<file path="src/rtl/ifetch_queue_pkg.sv">
// Shared fetch-queue constants: address/data widths, reset PC and ring depth.
package ifetch_queue_pkg;

   localparam int INST_ADDR_WIDTH = 32;
   localparam int INST_DATA_WIDTH = 32;
   localparam int IFQ_DEPTH       = 4;

   localparam logic [INST_ADDR_WIDTH-1:0] CpuResetAddr = '0;

   // Pointer width for a ring of the given depth, including the wrap bit.
   function automatic int ifq_ptr_width(input int depth);
      return $clog2(depth) + 1;
   endfunction

endpackage

</file>
<file path="src/rtl/ifq_ring.sv">
// Fetch ring storage: DEPTH entries of {addr, data, filled} with allocate,
// fill and read pointers. Each pointer carries a wrap bit so full and empty
// are distinguishable.
module ifq_ring
   import ifetch_queue_pkg::*;
#(
   parameter int ADDR_W = INST_ADDR_WIDTH,
   parameter int INST_W = INST_DATA_WIDTH,
   parameter int DEPTH  = IFQ_DEPTH
) (
   input  logic                   clk,
   input  logic                   rst,
   input  logic                   flush,
   input  logic                   alloc,
   input  logic [ADDR_W-1:0]      alloc_addr,
   input  logic                   fill,
   input  logic [INST_W-1:0]      fill_data,
   input  logic                   pop,
   output logic [$clog2(DEPTH):0] occupancy,
   output logic [$clog2(DEPTH):0] outstanding,
   output logic                   head_filled,
   output logic [ADDR_W-1:0]      head_addr,
   output logic [INST_W-1:0]      head_data
);

   localparam int IW = $clog2(DEPTH);
   localparam logic [IW:0] PTR_ONE = (IW+1)'(1);

   logic [IW:0]       wptr;
   logic [IW:0]       fptr;
   logic [IW:0]       rptr;
   logic [DEPTH-1:0]  filled;
   logic [ADDR_W-1:0] addr_mem [DEPTH];
   logic [INST_W-1:0] data_mem [DEPTH];

   logic [IW-1:0] widx;
   logic [IW-1:0] fidx;
   logic [IW-1:0] ridx;

   assign widx        = wptr[IW-1:0];
   assign fidx        = fptr[IW-1:0];
   assign ridx        = rptr[IW-1:0];
   assign occupancy   = wptr - rptr;
   assign outstanding = wptr - fptr;
   assign head_filled = filled[ridx];
   assign head_addr   = addr_mem[ridx];
   assign head_data   = data_mem[ridx];

   // Pointers and filled bits; a flush collapses the ring onto the write pointer.
   always_ff @(posedge clk) begin
      if (rst) begin
         wptr   <= '0;
         fptr   <= '0;
         rptr   <= '0;
         filled <= '0;
      end else if (flush) begin
         rptr   <= wptr;
         fptr   <= wptr;
         filled <= '0;
      end else begin
         if (alloc) begin
            filled[widx] <= 1'b0;
            wptr         <= wptr + PTR_ONE;
         end
         if (fill) begin
            filled[fidx] <= 1'b1;
            fptr         <= fptr + PTR_ONE;
         end
         if (pop) begin
            filled[ridx] <= 1'b0;
            rptr         <= rptr + PTR_ONE;
         end
      end
   end

   // Entry payload: address captured at allocation, instruction word at fill.
   always_ff @(posedge clk) begin
      if (alloc) begin
         addr_mem[widx] <= alloc_addr;
      end
      if (fill) begin
         data_mem[fidx] <= fill_data;
      end
   end

endmodule

</file>
<file path="src/rtl/ifetch_queue.sv">
// Instruction fetch queue: issues in-order memory reads for the incoming PC,
// pairs responses with their PC in a small ring and hands them to decode.
// A jump flush empties the ring and counts in-flight reads to be discarded.
module ifetch_queue
   import ifetch_queue_pkg::*;
#(
   parameter int ADDR_W = INST_ADDR_WIDTH,
   parameter int INST_W = INST_DATA_WIDTH,
   parameter int DEPTH  = IFQ_DEPTH
) (
   input  logic              clk,
   input  logic              rst,
   input  logic [ADDR_W-1:0] pc_i,
   output logic              pc_ready_o,
   input  logic              flush_i,
   output logic              mem_req_valid_o,
   output logic [ADDR_W-1:0] mem_req_addr_o,
   input  logic              mem_req_ready_i,
   input  logic              mem_rsp_valid_i,
   input  logic [INST_W-1:0] mem_rsp_data_i,
   output logic              inst_valid_o,
   output logic [INST_W-1:0] inst_o,
   output logic [ADDR_W-1:0] inst_addr_o,
   input  logic              inst_ready_i
);

   localparam int CW = ifq_ptr_width(DEPTH);
   localparam logic [CW:0]   DEPTH_EXT = (CW+1)'(DEPTH);
   localparam logic [CW-1:0] CNT_ONE   = CW'(1);

   logic [CW-1:0] occupancy;
   logic [CW-1:0] outstanding;
   logic [CW-1:0] kill_cnt;
   logic [CW-1:0] kill_pending;
   logic [CW:0]   committed;
   logic          accept;
   logic          fill;
   logic          pop;
   logic          head_filled;
   logic [ADDR_W-1:0] head_addr;
   logic [INST_W-1:0] head_data;

   // Slots are consumed both by ring entries and by reads still to be killed.
   assign committed       = {1'b0, occupancy} + {1'b0, kill_cnt};
   assign mem_req_valid_o = !rst && !flush_i && (committed < DEPTH_EXT);
   assign mem_req_addr_o  = pc_i;
   assign accept          = mem_req_valid_o && mem_req_ready_i;
   assign pc_ready_o      = accept;

   assign fill = mem_rsp_valid_i && !rst && !flush_i &&
                 (kill_cnt == '0) && (outstanding != '0);

   assign inst_valid_o = !rst && !flush_i && head_filled && (occupancy != '0);
   assign pop          = inst_valid_o && inst_ready_i;
   assign inst_o       = inst_valid_o ? head_data : '0;
   assign inst_addr_o  = inst_valid_o ? head_addr : '0;

   assign kill_pending = kill_cnt + outstanding;

   // Track how many stale responses are still due after a flush and drop them.
   always_ff @(posedge clk) begin
      if (rst) begin
         kill_cnt <= '0;
      end else if (flush_i) begin
         if (mem_rsp_valid_i && (kill_pending != '0)) begin
            kill_cnt <= kill_pending - CNT_ONE;
         end else begin
            kill_cnt <= kill_pending;
         end
      end else if (mem_rsp_valid_i && (kill_cnt != '0)) begin
         kill_cnt <= kill_cnt - CNT_ONE;
      end
   end

   ifq_ring #(
      .ADDR_W (ADDR_W),
      .INST_W (INST_W),
      .DEPTH  (DEPTH)
   ) u_ring (
      .clk         (clk),
      .rst         (rst),
      .flush       (flush_i),
      .alloc       (accept),
      .alloc_addr  (pc_i),
      .fill        (fill),
      .fill_data   (mem_rsp_data_i),
      .pop         (pop),
      .occupancy   (occupancy),
      .outstanding (outstanding),
      .head_filled (head_filled),
      .head_addr   (head_addr),
      .head_data   (head_data)
   );

endmodule

</file>
<file path="config.mk">
export PLATFORM = sky130hd
export DESIGN_NAME = ifetch_queue
export DESIGN_NICKNAME = d
export VERILOG_FILES = /design/src/rtl/ifetch_queue_pkg.sv /design/src/rtl/ifq_ring.sv /design/src/rtl/ifetch_queue.sv
export SDC_FILE = /design/constraint.sdc
export NUM_CORES = 1
export LEC_CHECK = 0
export ABC_AREA = 1
export BUFFER_PORTS_ARGS = -buffer_cell sky130_fd_sc_hd__buf_2
export CAP_MARGIN = 0
export CORE_MARGIN = 2
export CORE_UTILIZATION = 35
export DETAILED_ROUTE_END_ITERATION = 10
export PLACE_DENSITY = 0.54
export SYNTH_ARGS = -nofsm -noshare
export SYNTH_HDL_FRONTEND = slang
export SYNTH_SLANG_ARGS = --single-unit
</file>
<file path="constraint.sdc">
create_clock -name clk -period 10.2 [get_ports clk]
set_clock_uncertainty 0.05 [all_clocks]
set_input_delay 0 -clock clk [delete_from_list [all_inputs] [get_ports clk]]
set_output_delay 0 -clock clk [all_outputs]
set_load 0.005 [all_outputs]
</file>
Yosys cells after proc, flatten, opt, wreduce, memory -nomap -nowiden
Memories as Yosys holds them, arrays and structs flattened. A register that Yosys moved wholly into a read port is not among the register bits.
Index checks and enable logic that the tools add are counted.
{"block": "totals", "ff_bits": 16, "mem_bits_rw": 256, "in_bits": 70, "out_inout_bits": 99, "wordCells": 88, "n_memories": 2}
{"memory": "u_ring.addr_mem", "depth": 4, "width": 32, "rd": 1, "rd_clocked_by_memory_dff": 1, "wr": 1, "line": "ifq_ring.sv:33", "rtl": "logic [ADDR_W-1:0] addr_mem [DEPTH];"}
{"memory": "u_ring.data_mem", "depth": 4, "width": 32, "rd": 1, "rd_clocked_by_memory_dff": 1, "wr": 1, "line": "ifq_ring.sv:34", "rtl": "logic [INST_W-1:0] data_mem [DEPTH];"}
{"block": "classes", "add_sub_neg": 9, "magnitude_cmp": 7, "n_mux": 32, "bitwise_logic": 6, "reduce_logical": 27}
{"cell": "$mux W32", "n": 2}
{"cell": "$mux W4", "n": 7}
{"cell": "$mux W3", "n": 7}
{"cell": "$logic_and A1 B1 Y1", "n": 15}
{"cell": "$reduce_bool A3 Y1", "n": 4}
{"cell": "$add A3 B1 Y3 const B", "n": 3}
{"cell": "$lt A2 B3 Y1 const B", "n": 3}
{"cell": "$and A4 B4 Y4", "n": 2}
{"cell": "$mux W1", "n": 8}
{"cell": "$mux W2", "n": 4}
{"cell": "$not A4 Y4", "n": 2}
{"cell": "$demux W1 S2", "n": 3}
{"cell": "$ge A2 B1 Y1 const B", "n": 3}
{"cell": "$reduce_bool A2 Y1", "n": 3}
{"cell": "$sub A3 B1 Y3 const B", "n": 2}
{"cell": "$sub A3 B3 Y3", "n": 2}
{"cell": "$add A3 B3 Y4", "n": 1}
{"cell": "$lt A4 B3 Y1 const B", "n": 1}
{"cell": "$or A4 B4 Y4", "n": 1}
{"cell": "$add A3 B3 Y3", "n": 1}
{"cell": "$logic_not A3 Y1", "n": 1}
{"cell": "$bmux W1 S2", "n": 1}
{"cell": "$logic_not A1 Y1", "n": 2}
{"cell": "$reduce_and A2 Y1", "n": 1}
{"cell": "other kinds (2)", "n": 2}

Longest topological paths before layout
{"block": "depth", "word_depth": 15, "mapped_depth": 17, "mapped_depth_nobuf": 17}

Hierarchy
From an unflattened synthesis, not the netlist that was laid out.
{"block": "unflattened", "hier_cells": 997, "area_unflattened_um2": 11695.0}
{"mod": "ifq_ring", "n_inst": 1, "cells_per_inst": 758, "area_per_inst_um2": 10477.5, "seq_area_each_um2": 7987.7}
{"mod": "ifetch_queue", "n_inst": 1, "cells_per_inst": 239, "area_per_inst_um2": 1217.4, "seq_area_each_um2": 60.1}

Worst setup path after synthesis
No wires, ideal clock.
{"block": "synth_timing", "kind": "reg2reg", "from": "register u_ring.wptr[0]", "to": "memory u_ring.addr_mem[0][0] (netlist bit), enable pin", "setup_time_ps": 423, "arrival_time_ps": 3420, "t_required_ps": 9727, "slack_ps": 6308, "path_stages_with_launch": 14, "n_path_buf": 0, "period_less_slack_ps": 3892, "path_cell_list": "dfxtp_1 -> inv_1 -> ha_1 -> inv_1 -> fa_1 -> inv_1 -> nand2_1 -> nand3_1 -> nand2_1 -> ha_1 -> or2_2 -> nor2_2 -> nand3_4 -> nor2_1"}
{"block": "synth_between", "elab_chain_cells": 7}
{"item": "start, declared", "line": "ifq_ring.sv:29", "rtl": "logic [IW:0] wptr;"}
{"item": "start signal, assigned", "line": "ifq_ring.sv:63", "rtl": "wptr <= wptr + PTR_ONE;"}
{"item": "$sub A3 B3 Y3", "line": "ifq_ring.sv:43", "rtl": "assign occupancy = wptr - rptr;"}
{"item": "$add A3 B3 Y4", "line": "ifetch_queue.sv:44", "rtl": "assign committed = {1'b0, occupancy} + {1'b0, kill_cnt};"}
{"item": "$lt A4 B3 Y1", "line": "ifetch_queue.sv:45", "rtl": "assign mem_req_valid_o = !rst && !flush_i && (committed < DEPTH_EXT);"}
{"item": "$logic_and A1 B1 Y1", "line": "ifetch_queue.sv:45"}
{"item": "$logic_and A1 B1 Y1", "line": "ifetch_queue.sv:47", "rtl": "assign accept = mem_req_valid_o && mem_req_ready_i;"}
{"item": "$mux W1", "line": "ifq_ring.sv:78", "rtl": "if (alloc) begin"}
{"item": "$mux W1 (not written as such)", "line": "ifq_ring.sv:79", "rtl": "addr_mem[widx] <= alloc_addr;"}
{"item": "end, declared", "line": "ifq_ring.sv:33"}
Parallel ways exist; a longest one is shown, timed or not.

Worst setup path in the final report
{"block": "layout_timing", "from": "register u_ring.rptr[0]", "to": "memory u_ring.addr_mem[3][25] (netlist bit), enable pin"}
{"block": "layout_between", "elab_chain_cells": 7}
{"item": "start, declared", "line": "ifq_ring.sv:31", "rtl": "logic [IW:0] rptr;"}
{"item": "start signal, assigned", "line": "ifq_ring.sv:57", "rtl": "rptr <= wptr;"}
{"item": "start signal, assigned", "line": "ifq_ring.sv:71", "rtl": "rptr <= rptr + PTR_ONE;"}
{"item": "$sub A3 B3 Y3", "line": "ifq_ring.sv:43"}
{"item": "$add A3 B3 Y4", "line": "ifetch_queue.sv:44"}
{"item": "$lt A4 B3 Y1", "line": "ifetch_queue.sv:45"}
{"item": "$logic_and A1 B1 Y1", "line": "ifetch_queue.sv:45"}
{"item": "$logic_and A1 B1 Y1", "line": "ifetch_queue.sv:47"}
{"item": "$mux W1", "line": "ifq_ring.sv:78"}
{"item": "$mux W1 (not written as such)", "line": "ifq_ring.sv:79"}
No other way between the ends.

==> out/results.txt <==
leak pwr - 0.00532 µW
syn avg cell area - 11.9 µm²
number of remaining DRC errors - 0
P_int - 1890 µW
HPWL Detailed - 15200 µm
fillers - 3173
Seq pwr share - 51.3%
RSZ-0062 raised after global routing - false
clk_lat worst skew - 0.55 ns
metal3 WL - 921 µm
CP Data Required Time - 10.30 ns
CTS H-Tree Depth - 1
initial antenna violation count - 1
Reg clk slew, reported paths - 0.06 ns
Register-to-Register Path Depth - 12
Core ar. - 0.0334 mm²
met2 routed WL - 13300 µm
overall routing resource usage - 15.0%
setup tns final - 0 ns
first-pass iteration count of the detailed router - 6
Starting Density - 35.3%
Post-CTS Resized - 0
final core occ - 43.0%
vias in the first global route - 7679
Synth Register Bits - 274
die width - 187 µm
site row count - 67
mapped cell area - 0.0118 mm²
hold path depth - 2
Ys Warns - 0
Max clock buf depth - 3
Gate Count Post-Synth - 993
Hold Slack - 0.169 ns
Hold Path Class - in2reg
TritonCTS Buffers - 29
fin crit period - 3.59 ns
Pwr Total - 2470 µW
largest net degree at the start of global routing - 95
placement-stage cell area - 0.0128 mm²
FF+latch area - 0.00805 mm²
Clock Root Buffer - clkbuf_16
CTS tree - yes
wl on met1 - 12000 µm
Top Metal Used - met4
fin nets - 1283
sequential-to-total area share from yosys stat - 68.3%
Area Growth Syn to Fin - 21.9%
switch share - 23.4%
First DRT Iteration DRCs - 435
CP Launch Type - flip-flop
input/output buffers - 168
asr flop ratio synth - 0%
share of cells above drive strength 1 - 23.8%
IO Count - 169
Antenna Nets Post-Route - 0
Tightest Pin Transition - 1.16 ns
GRT overflow - 0
CP max FO - 35
Wirelength per Cell - 16.1 µm
switching power - 577 µW
Max Slew Vio Count - 0
critical path class - reg2reg
vias - 7657
worst vdd ir - 0.136 mV
Final GP Congestion - 0.761
Clock power frac - 39.2%
Die Ht - 187 µm
Distinct cells, synth - 32
post-synth net total - 1087
Routed WL - 26800 µm
first-pass GRT wire length - 41900 µm
number of synthesized flops with an enable pin - 256
Max-Cap Viols - 0
status - finished, final reports clean
Worst Path Arrival - 3.69 ns
Final period util - 35.2%
Vias/cell - 4.61
power per cell area - 172 mW/mm²
CP Capture Type - flip-flop
Primary FF master, synth - edfxtp_1
die area - 0.0351 mm²
relative slew slack - 22.3%
area of the multi-input gates - 0.00306 mm²
# setup viols final - 0
count of final hold-check violations - 0
Max Fclk - 279 MHz
CTS Sinks - 274
Gate power share - 9.5%
Final Instance Area - 0.0144 mm²
-- kinds of logic (layout without fill, tap and decap cells) --
| family | count (synthesis) | in the layout | share of synthesized area, % |
|---|---|---|---|
| AOI/OAI and AO/OA | 226 | 226 | 11.2 |
| DFF | 274 | 274 | 68.3 |
| adders and majority gates | 24 | 24 | 2.74 |
| and+or+nand+nor | 328 | 328 | 11.2 |
| xor gates and xnor gates | 7 | 7 | 0.584 |
| buffers and inverters | 134 | 353 | 5.93 |
| other | 0 | 1 | 0 |
-- path summary, 6_finish.rpt --
check / from / to / slack, ns
hold / removal: mem_rsp_data_i[21] / u_ring.data_mem[1][21]$_DFFE_PP_ / 0.17
setup / recovery: u_ring.rptr[0]$_SDFFE_PP0N_ / u_ring.addr_mem[3][25]$_DFFE_PP_ / 6.61
setup reg to reg: u_ring.rptr[0]$_SDFFE_PP0N_ / u_ring.addr_mem[3][25]$_DFFE_PP_ / 6.61
hold reg to reg: u_ring.fptr[1]$_SDFFE_PP0P_ / u_ring.fptr[1]$_SDFFE_PP0P_ / 0.48
-- layout make-up --
type / count / area share (%)
clock buffer: 35 / 5.21
inverter: 52 / 1.38
multi-input combinational: 585 / 21.3
antenna: 1 / 0.0174
sequential: 274 / 56.1
timing repair buffer: 247 / 11.2
clock inverter: 19 / 0.871
tap: 448 / 3.90
-- registers in the layout, indices dropped and copies added, names as in the netlist, named ones only --
signal / cells
u_ring.filled: 4
kill_cnt: 3
u_ring.fptr: 3
u_ring.addr_mem: 128
u_ring.rptr: 3
u_ring.data_mem: 128
u_ring.wptr: 3
-- power by group through the flow --
stage | combinational (µW) | clock, µW | sequential, µW
after global placement | 213 | 0 | 1290
after detailed placement | 216 | 0 | 1290
after global routing | 270 | 1040 | 1270
after CTS | 239 | 992 | 1270
final | 234 | 965 | 1270
after floorplan | 153 | 0 | 1280
-- critical path: stages (launching register included) --
cell     delay, ns
dfxtp_1       0.50
ha_1          0.20
inv_1         0.05
fa_1          0.37
inv_1         0.06
nand2_1       0.06
nand3_1       0.11
nand2_1       0.07
ha_1          0.16
or2_2         0.31
nor2_2        0.15
nand3_4       0.17
nor2_4        0.91
-- cell usage in the layout (no fill, tap or decap), types with 2 or more instances in the layout --
| cell | synthesis | routed |
|---|---|---|
| fa_1 | 3 | 3 |
| nand3_1 | 13 | 13 |
| xor2_1 | 2 | 2 |
| clkinv_2 | 1 | 7 |
| o21ai_1 | 6 | 6 |
| a21oi_1 | 30 | 30 |
| inv_1 | 45 | 45 |
| dfxtp_1 | 18 | 16 |
| clkbuf_16 | 0 | 29 |
| clkbuf_1 | 16 | 6 |
| xnor2_1 | 4 | 4 |
| inv_2 | 6 | 5 |
| nor2_2 | 2 | 2 |
| nor2_4 | 1 | 4 |
| nand2_2 | 3 | 3 |
| buf_2 | 17 | 168 |
| nor2_1 | 268 | 265 |
| a21oi_2 | 49 | 49 |
| nand2_1 | 35 | 34 |
| buf_4 | 32 | 9 |
| clkinv_1 | 0 | 11 |
| dlygate4sd3_1 | 0 | 70 |
| ha_1 | 21 | 21 |
| o21ai_0 | 140 | 140 |
| edfxtp_1 | 256 | 256 |
-- stage by stage --
stage / std cells / setup WS (ns)
final: 1661 / 6.61
after global routing: 1661 / 6.33
after CTS: 1660 / 6.52
after detailed placement: 1536 / 6.51
after global placement: 1536 / 6.60
after floorplan: 993 / 6.31
-- cell usage after synthesis (2+ instances only) --
library cell  count  area (µm²)
xnor2_1           4        35.0
nand3_1          13        65.1
buf_2            17        85.1
inv_2             6        22.5
nand2_1          35         131
buf_1            10        37.5
o21ai_0         140         701
nand2_2           3        18.8
a21oi_2          49         429
inv_1            45         169
edfxtp_1        256        7690
ha_1             21         263
o21ai_1           6        30.0
nor2_1          268        1010
fa_1              3        60.1
xor2_1            2        17.5
nor2_2            2        12.5
clkbuf_1         16        60.1
buf_4            32         240
a21oi_1          30         150
dfxtp_1          18         360
buf_6             7        78.8
-- layer usage --
layer | vias to the layer above | global-route usage [%]
li1 | 3798 | -
met1 | 3662 | 19.3
met2 | 156 | 26.7
met3 | 41 | 1.93
met4 | 0 | 4.33
met5 | - | 0
-- repair_timing --
item,4_1_cts,5_1_grt
hold buffers,70,0
setup buffers,0,0
endpoints found under the setup margin,0,0
endpoints found under the hold margin,274,0
(Power assumes the default switching activity.)
